$ cat src/rtl/zube_pkg.sv
`timescale 1ns/1ps
`default_nettype none
// ============================================================================
// Module      : zube_pkg
// Description : Definitions shared by the zube Z80 front end and the mailbox
//               core: front-end FSM state encoding, default I/O decode and
//               the port offsets of the mailbox register map.
// Revision    : 1.0 - initial release
// ============================================================================
package zube_pkg;

  // Front-end cycle FSM.
  typedef enum logic [2:0] {
    ST_RELEASE    = 3'd0,
    ST_IDLE       = 3'd1,
    ST_WRITE      = 3'd2,
    ST_READ_REQ   = 3'd3,
    ST_READ_DRIVE = 3'd4
  } state_t;

  // Default I/O decode: ports 0x00..0x03.
  localparam logic [7:0] ZUBE_PORT_BASE = 8'h00;
  localparam logic [7:0] ZUBE_PORT_MASK = 8'hFC;

  // Port offsets within the claimed window, as seen by the mailbox core.
  localparam logic [1:0] PORT_Z80_DATA = 2'd0;
  localparam logic [1:0] PORT_DATA     = 2'd1;
  localparam logic [1:0] PORT_STATUS   = 2'd2;

endpackage
`default_nettype wire

$ cat src/rtl/zube_sync.sv
`timescale 1ns/1ps
`default_nettype none
// ============================================================================
// Module      : zube_sync
// Description : Multi-bit, STAGES-deep flip-flop synchroniser for
//               asynchronous Z80 pins. Each bit is synchronised
//               independently; RESET_VALUE sets the reset contents of every
//               stage.
// Ports       : clk      - destination clock
//               reset_b  - asynchronous active-low reset
//               d        - asynchronous input vector
//               q        - synchronised output vector
// Revision    : 1.0 - initial release
// ============================================================================
module zube_sync
  import zube_pkg::*;
#(
  parameter int               WIDTH       = 1,
  parameter int               STAGES      = 2,
  parameter logic [WIDTH-1:0] RESET_VALUE = '0
) (
  input  logic             clk,
  input  logic             reset_b,
  input  logic [WIDTH-1:0] d,
  output logic [WIDTH-1:0] q
);

  logic [WIDTH-1:0] stage_q [STAGES];

  always_ff @(posedge clk or negedge reset_b) begin
    if (!reset_b) begin
      for (int i = 0; i < STAGES; i++) begin
        stage_q[i] <= RESET_VALUE;
      end
    end else begin
      stage_q[0] <= d;
      for (int i = 1; i < STAGES; i++) begin
        stage_q[i] <= stage_q[i-1];
      end
    end
  end

  assign q = stage_q[STAGES-1];

endmodule
`default_nettype wire

$ cat src/rtl/zube_z80_frontend.sv
`timescale 1ns/1ps
`default_nettype none
// ============================================================================
// Module      : zube_z80_frontend
// Description : Z80-side front end of the zube mailbox. Synchronises the Z80
//               pins into the wishbone clock domain, decodes qualified I/O
//               read/write cycles into single-cycle mailbox strobes, and
//               drives the Z80 data bus for the remainder of a read cycle.
// Ports       : clk                 - wishbone clock (>= 4x Z80 clock)
//               reset_b             - asynchronous active-low reset
//               z80_address_bus     - Z80 A[7:0] (async)
//               z80_data_bus_in     - Z80 D[7:0] input (async)
//               z80_data_bus_out    - read data driven to the Z80
//               z80_bus_dir         - 1 = drive the Z80 data bus
//               z80_read_strobe_b   - Z80 /RD (async)
//               z80_write_strobe_b  - Z80 /WR (async)
//               z80_m1              - Z80 /M1 (async)
//               z80_ioreq_b         - Z80 /IORQ (async)
//               io_addr             - port offset of the current cycle
//               io_wr_data          - captured write data
//               io_wr_stb           - one-cycle write request
//               io_rd_stb           - one-cycle read request
//               io_rd_data          - mailbox read data (cycle after rd_stb)
//               bus_err             - sticky /RD+/WR conflict flag
// Revision    : 1.0 - initial release
// ============================================================================
module zube_z80_frontend
  import zube_pkg::*;
#(
  parameter logic [7:0] PORT_BASE   = ZUBE_PORT_BASE,
  parameter logic [7:0] PORT_MASK   = ZUBE_PORT_MASK,
  parameter int         SYNC_STAGES = 2
) (
  input  logic       clk,
  input  logic       reset_b,
  input  logic [7:0] z80_address_bus,
  input  logic [7:0] z80_data_bus_in,
  output logic [7:0] z80_data_bus_out,
  output logic       z80_bus_dir,
  input  logic       z80_read_strobe_b,
  input  logic       z80_write_strobe_b,
  input  logic       z80_m1,
  input  logic       z80_ioreq_b,
  output logic [1:0] io_addr,
  output logic [7:0] io_wr_data,
  output logic       io_wr_stb,
  output logic       io_rd_stb,
  input  logic [7:0] io_rd_data,
  output logic       bus_err
);

  // --------------------------------------------------------------------------
  // Pin synchronisers
  // --------------------------------------------------------------------------
  logic [3:0]  ctrl_s;
  logic [15:0] addr_data_s;

  zube_sync #(
    .WIDTH       (4),
    .STAGES      (SYNC_STAGES),
    .RESET_VALUE (4'hF)
  ) u_sync_ctrl (
    .clk     (clk),
    .reset_b (reset_b),
    .d       ({z80_ioreq_b, z80_m1, z80_write_strobe_b, z80_read_strobe_b}),
    .q       (ctrl_s)
  );

  zube_sync #(
    .WIDTH       (16),
    .STAGES      (SYNC_STAGES),
    .RESET_VALUE (16'h0000)
  ) u_sync_addr_data (
    .clk     (clk),
    .reset_b (reset_b),
    .d       ({z80_address_bus, z80_data_bus_in}),
    .q       (addr_data_s)
  );

  logic       ioreq_b_s;
  logic       m1_s;
  logic       wr_b_s;
  logic       rd_b_s;
  logic [7:0] addr_s;
  logic [7:0] data_s;

  assign ioreq_b_s = ctrl_s[3];
  assign m1_s      = ctrl_s[2];
  assign wr_b_s    = ctrl_s[1];
  assign rd_b_s    = ctrl_s[0];
  assign addr_s    = addr_data_s[15:8];
  assign data_s    = addr_data_s[7:0];

  // --------------------------------------------------------------------------
  // Decode
  // --------------------------------------------------------------------------
  logic       match;
  logic [1:0] offset;

  assign match  = ((addr_s & PORT_MASK) == (PORT_BASE & PORT_MASK));
  assign offset = addr_s[1:0] & ~PORT_MASK[1:0];

  // The control synchronisers reset to "inactive", so for the first
  // SYNC_STAGES cycles after reset they report an idle bus regardless of the
  // pins. RELEASE must not trust them until the pipeline holds real samples,
  // otherwise a cycle already in flight at reset release would be actioned.
  logic [1:0] prime_q;
  logic       primed;

  assign primed = (prime_q == 2'(SYNC_STAGES));

  // --------------------------------------------------------------------------
  // FSM and datapath
  // --------------------------------------------------------------------------
  state_t     state_q,   state_d;
  logic [1:0] addr_q,    addr_d;
  logic [7:0] wr_data_q, wr_data_d;
  logic       wr_stb_q,  wr_stb_d;
  logic       rd_stb_q,  rd_stb_d;
  logic [7:0] bus_out_q, bus_out_d;
  logic       bus_dir_q, bus_dir_d;
  logic       err_q,     err_d;

  always_ff @(posedge clk or negedge reset_b) begin
    if (!reset_b) begin
      state_q   <= ST_RELEASE;
      prime_q   <= 2'd0;
      addr_q    <= 2'd0;
      wr_data_q <= 8'h00;
      wr_stb_q  <= 1'b0;
      rd_stb_q  <= 1'b0;
      bus_out_q <= 8'h00;
      bus_dir_q <= 1'b0;
      err_q     <= 1'b0;
    end else begin
      state_q   <= state_d;
      if (!primed) begin
        prime_q <= prime_q + 2'd1;
      end
      addr_q    <= addr_d;
      wr_data_q <= wr_data_d;
      wr_stb_q  <= wr_stb_d;
      rd_stb_q  <= rd_stb_d;
      bus_out_q <= bus_out_d;
      bus_dir_q <= bus_dir_d;
      err_q     <= err_d;
    end
  end

  always_comb begin
    state_d   = state_q;
    addr_d    = addr_q;
    wr_data_d = wr_data_q;
    wr_stb_d  = 1'b0;
    rd_stb_d  = 1'b0;
    bus_out_d = bus_out_q;
    bus_dir_d = bus_dir_q;
    err_d     = err_q;

    case (state_q)
      // Wait for the bus to go fully idle so that each Z80 cycle produces at
      // most one request, however long the strobes are held.
      ST_RELEASE: begin
        if (primed && ioreq_b_s && rd_b_s && wr_b_s) begin
          state_d = ST_IDLE;
        end
      end

      ST_IDLE: begin
        if (!rd_b_s && !wr_b_s) begin
          err_d   = 1'b1;
          state_d = ST_RELEASE;
        end else if (!ioreq_b_s) begin
          if (!m1_s) begin
            // Interrupt acknowledge: never claimed.
            state_d = ST_RELEASE;
          end else if (!wr_b_s) begin
            if (match) begin
              addr_d    = offset;
              wr_data_d = data_s;
              state_d   = ST_WRITE;
            end else begin
              state_d = ST_RELEASE;
            end
          end else if (!rd_b_s) begin
            if (match) begin
              addr_d  = offset;
              state_d = ST_READ_REQ;
            end else begin
              state_d = ST_RELEASE;
            end
          end
          // /IORQ low with neither strobe yet visible (pin skew through the
          // synchronisers): keep waiting in IDLE.
        end
      end

      ST_WRITE: begin
        wr_stb_d = 1'b1;
        state_d  = ST_RELEASE;
      end

      ST_READ_REQ: begin
        rd_stb_d = 1'b1;
        state_d  = ST_READ_DRIVE;
      end

      // io_rd_data is valid the cycle after the strobe, so capture waits
      // until the strobe register has dropped, then drives until the Z80
      // ends the cycle.
      ST_READ_DRIVE: begin
        if (rd_b_s || ioreq_b_s) begin
          bus_dir_d = 1'b0;
          state_d   = ST_IDLE;
        end else if (!bus_dir_q && !rd_stb_q) begin
          bus_out_d = io_rd_data;
          bus_dir_d = 1'b1;
        end
      end

      default: begin
        state_d = ST_RELEASE;
      end
    endcase
  end

  assign z80_data_bus_out = bus_out_q;
  assign z80_bus_dir      = bus_dir_q;
  assign io_addr          = addr_q;
  assign io_wr_data       = wr_data_q;
  assign io_wr_stb        = wr_stb_q;
  assign io_rd_stb        = rd_stb_q;
  assign bus_err          = err_q;

endmodule
`default_nettype wire

$ cat config.mk
export PLATFORM = sky130hd
export DESIGN_NAME = zube_z80_frontend
export DESIGN_NICKNAME = d
export VERILOG_FILES = /design/src/rtl/zube_pkg.sv /design/src/rtl/zube_sync.sv /design/src/rtl/zube_z80_frontend.sv
export SDC_FILE = /design/constraint.sdc
export NUM_CORES = 1
export LEC_CHECK = 0
export ABC_AREA = 1
export CAP_MARGIN = 20
export CELL_PAD_IN_SITES_DETAIL_PLACEMENT = 1
export CELL_PAD_IN_SITES_GLOBAL_PLACEMENT = 1
export CORE_UTILIZATION = 38
export CTS_CLUSTER_DIAMETER = 100
export DETAILED_ROUTE_END_ITERATION = 6
export GPL_TIMING_DRIVEN = 0
export PLACE_DENSITY = 0.83
export SYNTH_ARGS = -nofsm -noshare
export SYNTH_HDL_FRONTEND = slang
export SYNTH_SLANG_ARGS = --single-unit
$ cat constraint.sdc
create_clock -name clk -period 1.75 [get_ports clk]
set_clock_uncertainty 0.15 [all_clocks]
set_input_delay 0.2625 -clock clk [delete_from_list [all_inputs] [get_ports clk]]
set_output_delay 0.2625 -clock clk [all_outputs]
set_load 0.01 [all_outputs]
======== After elaboration in Yosys (flattened, before gate mapping) ========
Cells that the tools add are included.
W data, S select, Z words.
word-level totals
  output and inout bits ................... 22
  bits in registers ....................... 67
  input port bits ......................... 30
  word-level logic and storage cells ...... 64
cells by class
  add/sub/neg operators ................... 1
  reductions and logical operators ........ 19
  bitwise gates (word level) .............. 4
  equality and inequality tests ........... 10
  muxes and demuxes ....................... 17
operators by type and width
  kind                   number
  $mux W3                7
  $pmux W3 S4            1
  $mux W2                5
  $logic_not A8 Y1       1
  $eq A3 B2 Y1 const B   2
  $ne A2 B2 Y1 const B   3
  $reduce_and A6 Y1      1
  $logic_and A1 B1 Y1    5
  $ne A5 B5 Y1 const B   1
  $reduce_and A5 Y1      1
  $logic_not A1 Y1       4
  $mux W1                4
  $not A1 Y1             4
  $reduce_and A2 Y1      2
  $reduce_and A4 Y1      1
  $eq A3 B1 Y1 const B   1
  $eq A3 B3 Y1 const B   1
  $logic_not A3 Y1       1
  $ne A3 B3 Y1 const B   1
  $reduce_and A3 Y1      1
  $add A2 B1 Y2 const B  1
  $eq A2 B2 Y1 const B   1
  $reduce_bool A2 Y1     1
  $logic_or A1 B1 Y1     1

======== Longest topological paths before layout ========
  depth after elaboration ................. 8
  gate-level depth with buffers ........... 8
  mapped depth without buffers ............ 8

======== Hierarchy ========
Synthesis repeated with hierarchy kept, for this count alone.
second synthesis, totals
  cells, all modules ...................... 209
  area, all modules ....................... 2523.7 µm²
modules (own cells, without submodules)
  module                         cells an instance  instances  area an instance (µm²)  seq. area each (µm²)
  zube_z80_frontend              149                1          1362.6                  675.6
  zube_sync at u_sync_addr_data  48                 1          920.9                   800.8
  zube_sync at u_sync_ctrl       12                 1          240.2                   210.2

======== Least setup slack after synthesis ========
OpenSTA, ideal clock, no wires.
  kind .................................... flip-flop to flip-flop
  start point ............................. register rd_stb_q, in the netlist io_rd_stb
  end point ............................... register bus_out_q[0], in the netlist z80_data_bus_out[0]
  path buffers ............................ 0
  slack ................................... 422 ps
  arrival ................................. 1061 ps
  required time ........................... 1483 ps
  cell stages (with the launch flop) ...... 5
  setup time .............................. 117 ps
  period minus slack after synthesis ...... 1328 ps
  cell sequence ........................... dfrtp_1 nor2_1 nand2_4 nand2_1 nand2_1
on the way
  word-level cells in the longest chain between the ends .. 3
RTL lines
  element                      line                      RTL
  start, declared              zube_z80_frontend.sv:119  logic rd_stb_q, rd_stb_d;
  start signal, assigned       zube_z80_frontend.sv:143  rd_stb_q <= rd_stb_d;
  $logic_not A1 Y1             zube_z80_frontend.sv:215  end else if (!bus_dir_q && !rd_stb_q) begin
  $logic_and A1 B1 Y1          zube_z80_frontend.sv:215
  $reduce_and A3 Y1 (no line)  n/a
  end signal, assigned         zube_z80_frontend.sv:144  bus_out_q <= bus_out_d;
  end, declared                zube_z80_frontend.sv:120  logic [7:0] bus_out_q, bus_out_d;
Every way passes these cells.
A chain may end at the register's enable or synchronous reset.

======== Final worst setup path ========
  start point ............................. register err_q, in the netlist bus_err
  end point ............................... output port bus_err
RTL lines
  element                 line                      RTL
  start, declared         zube_z80_frontend.sv:122  logic err_q, err_d;
  start signal, assigned  zube_z80_frontend.sv:146  err_q <= err_d;
  end, declared           zube_z80_frontend.sv:49   output logic bus_err
No word-level cell between the ends.

==> metrics.csv <==
stage,metric,value,unit
clock_network,Root Buffer,clkbuf_8,
yosys,cell type contributing the most total cell area after synthesis,dfrtp_1,
layout,fin cells,318,
yosys,Synth cell types,22,
yosys,#FFs+latches synth,67,
placement,Inst Count DP,302,
clock_network,clock buffer depth,2,
grt,largest net degree at the start of global routing,43,
worst_setup_path,CP max-delay cell,clkdlybuf4s50_1,
power,Cell Int Power,2.58,mW
die,Die Y,78.9,um
power,sw power,824,uW
min_path,worst hold path type,input port to register,
worst_setup_path,Bufs and invs on worst path,1,
worst_setup_path,launch point of the worst reg-to-reg path,state_q[1]$_DFFE_PN0P_,
power,logic gate share of total power,10.7,%
worst_setup_path,largest stage delay on the critical path,0.55,ns
layout,"most common cell after layout, fill and taps aside",dfrtp_1,
die,initial core utilization,40.1,%
worst_setup_path,critical path capture point type,output port,
clock_network,CTS H-tree lvls,3,
yosys,sequential area share after synthesis,75.0,%
die,Die ar.,6230,um^2
layout,nets,273,
grt,GRT Overall Usage,17.8,%
yosys,synth top area cells,"dfrtp_1 66%, dfstp_2 9.3%, nand2_1 7.8%",
routing,routed len/inst,15.1,um
routing,ANT nets after route,0,
routing,WL met1,2.02,mm
run,max cap viols,0,
layout,Filler cells,600,
placement,Placer Congestion,0.768,
yosys,Synth Net Count,209,
placement,PortBufs,51,
layout,Layout area overhead,37.0,%
layout,fraction of layout cells with a size suffix above 1,14.6,%
clock_network,cts bufs inserted,9,
power,P_leak,1.40,nW
clock_network,postcts setup bufs,0,
worst_setup_path,Worst Path Arrival,1.28,ns
die,die width,78.9,um
worst_setup_path,CP Launch Point,bus_err$_DFFE_PN0P_,
routing,DR vias/cell,4.71,
timing,setup violators final,0,
timing,crit share post-route,96.5,%
worst_setup_path,register-to-register setup slack,0.19,ns
clock_network,Worst-Skew Late Latency,0.34,ns
clock_network,"Clk pin slew, worst setup/hold paths",0.08,ns
timing,fin. max-slew vios,0,
routing,met2 WL post-DR,2.43,mm
worst_setup_path,Worst Reg-to-Reg Cells,6,
timing,relative slew slack,38.8,%
status,status,finished clean,
timing,RSZ-0062 raised after global routing,no,
worst_setup_path,kind of critical path,register to output port,
worst_setup_path,critical path required time,1.34,ns
power,sequential group share of total power,49.2,%
power,Switching Fraction,24.2,%
worst_setup_path,top fanout value on the critical path,2,
worst_setup_path,crit-path cells,clkdlybuf4s50_1,
routing,top routing layer in use,met4,
yosys,Yosys top cell area share,65.7,%
die,number of cell rows,27,
layout,Finished Core Util,54.9,%
yosys,Mapped Cells,178,
min_path,Min-Delay Endpoint,u_sync_ctrl.stage_q[6]$_DFF_PN1_,
yosys,Synth warnings,0,
routing,drt pass-1 iters,4,
routing,# DRC,0,
grt,vias in the first global route,1629,
placement,hpwl dp,3.33,mm
clock_network,CTS tree,yes,
power,Clock power frac,40.1,%
yosys,syn_area_per_cell,12.6,um^2
worst_setup_path,reg2reg end,z80_data_bus_out[6]$_DFFE_PN0P_,
timing,top achievable clock speed,592,MHz
die,Core Region,5610,um^2
timing,fin crit period,1.69,ns
layout,most frequent cells in the layout,"59 x dfrtp_1, 50 x clkdlybuf4s50_1, 47 x nand2_1",
timing,Slew @ Worst Pin,0.918,ns
routing,number of DRC markers in iteration 0,60,
worst_setup_path,"delay-heaviest family, CP",buffers and inverters,
routing,DRT Wirelength,4.80,mm
power,PwrDens,1110,nW/um^2
layout,n_diodes,0,
routing,Vias,1497,
min_path,hold depth,1,
grt,GR Overflow Total,0,
die,io pins,52,
timing,Fin. Hold Viols,0,
grt,initial antenna violation count,0,
clock_network,clock sink total,67,
routing,met3 WL post-DR,190,um
power,Max VDD drop,569,uV
min_path,hold wc startpoint,z80_m1,
yosys,Mapped Area,2250,um^2
worst_setup_path,Worst setup SP type,register,
grt,global-route wire length before repair,7.94,mm
-- cell families after synthesis --
group	share of synthesized area, %
buffers and inverters	2.11
flip-flops	75.0
adder cells (fa/ha/maj)	0.556
AO/OA/AOI/OAI	1.72
AND/OR/NAND/NOR	20.2
XOR/XNOR	0.390
-- final cells by class --
cell class | count | area [um^2] | share of cell area [%]
buffer | 1 | 15.0 | 0.487
clock buffer | 10 | 128 | 4.14
clock inverter | 5 | 78.8 | 2.56
inverter | 8 | 32.5 | 1.06
multi-input combinational | 102 | 514 | 16.7
sequential | 67 | 1690 | 54.8
tap | 72 | 90.1 | 2.92
timing repair buffer | 53 | 536 | 17.4
-- metal layers --
metal | track usage, % | vias to the layer above
met5 | 0 | -
met4 | 12.2 | 0
met3 | 3.68 | 14
met2 | 29.1 | 46
met1 | 21.0 | 728
li1 | - | 709
-- worst max path at each step --
stage / to / cells past startpoint / slack [ns]
after global placement: z80_data_bus_out[5]$_DFFE_PN0P_ / 1 / -1.75
after detailed placement: z80_data_bus_out[6]$_DFFE_PN0P_ / 4 / 0.20
after CTS: z80_bus_dir / 1 / 0.04
final: bus_err / 1 / 0.06
after floorplan: z80_data_bus_out[0]$_DFFE_PN0P_ / 4 / 0.42
after global routing: z80_bus_dir / 1 / 0.01
-- flip-flops by register name (all words and copies together) (netlist names) --
signal,cells
prime_q,2
state_q,3
u_sync_ctrl.q,4
u_sync_addr_data.q,16
z80_data_bus_out,8
bus_err,1
z80_bus_dir,1
io_rd_stb,1
io_addr,2
io_wr_data,8
io_wr_stb,1
u_sync_addr_data.stage_q,16
u_sync_ctrl.stage_q,4
-- cell usage after synthesis --
cell type / number
nand2_4: 2
dfrtp_1: 59
nor2_2: 2
dfstp_2: 8
o21ai_0: 3
inv_4: 1
nand3_4: 1
o21bai_1: 2
ha_1: 1
nor2_1: 12
nor3_1: 2
nand4_1: 12
a21o_2: 1
buf_8: 1
xnor2_1: 1
nor4_1: 1
nor2_4: 2
nand3_1: 12
nand2_2: 1
inv_2: 1
nand2_1: 47
inv_1: 6
-- metrics by stage --
step	area, um^2	hold WS [ns]	setup slack [ns]	total power, mW	TNS (ns)
2_1_floorplan	2250	-0.183	0.422	1.88	0
3_3_place_gp	2850	0.182	-1.75	2.03	-111.55
3_5_place_dp	2860	0.186	0.203	2.05	0
4_1_cts	3080	0.169	0.0390	3.43	0
5_1_grt	3080	0.183	0.0117	3.53	0
6_report	3080	0.175	0.0607	3.40	0
-- power by group through the flow --
stage	Sequential (mW)	Combinational, mW	Clock (mW)
floorplan	1.69	0.185	0
global placement	1.69	0.333	0
detailed placement	1.70	0.353	0
CTS	1.67	0.363	1.39
global route	1.68	0.395	1.45
finish	1.67	0.365	1.37
-- timing repair --
action	in CTS	in global routing
hold buffers	1	0
resized for setup	0	0
hold endpoints to repair	33	0
endpoints found under the setup margin	0	0
Power figures use the tool's default switching activity.
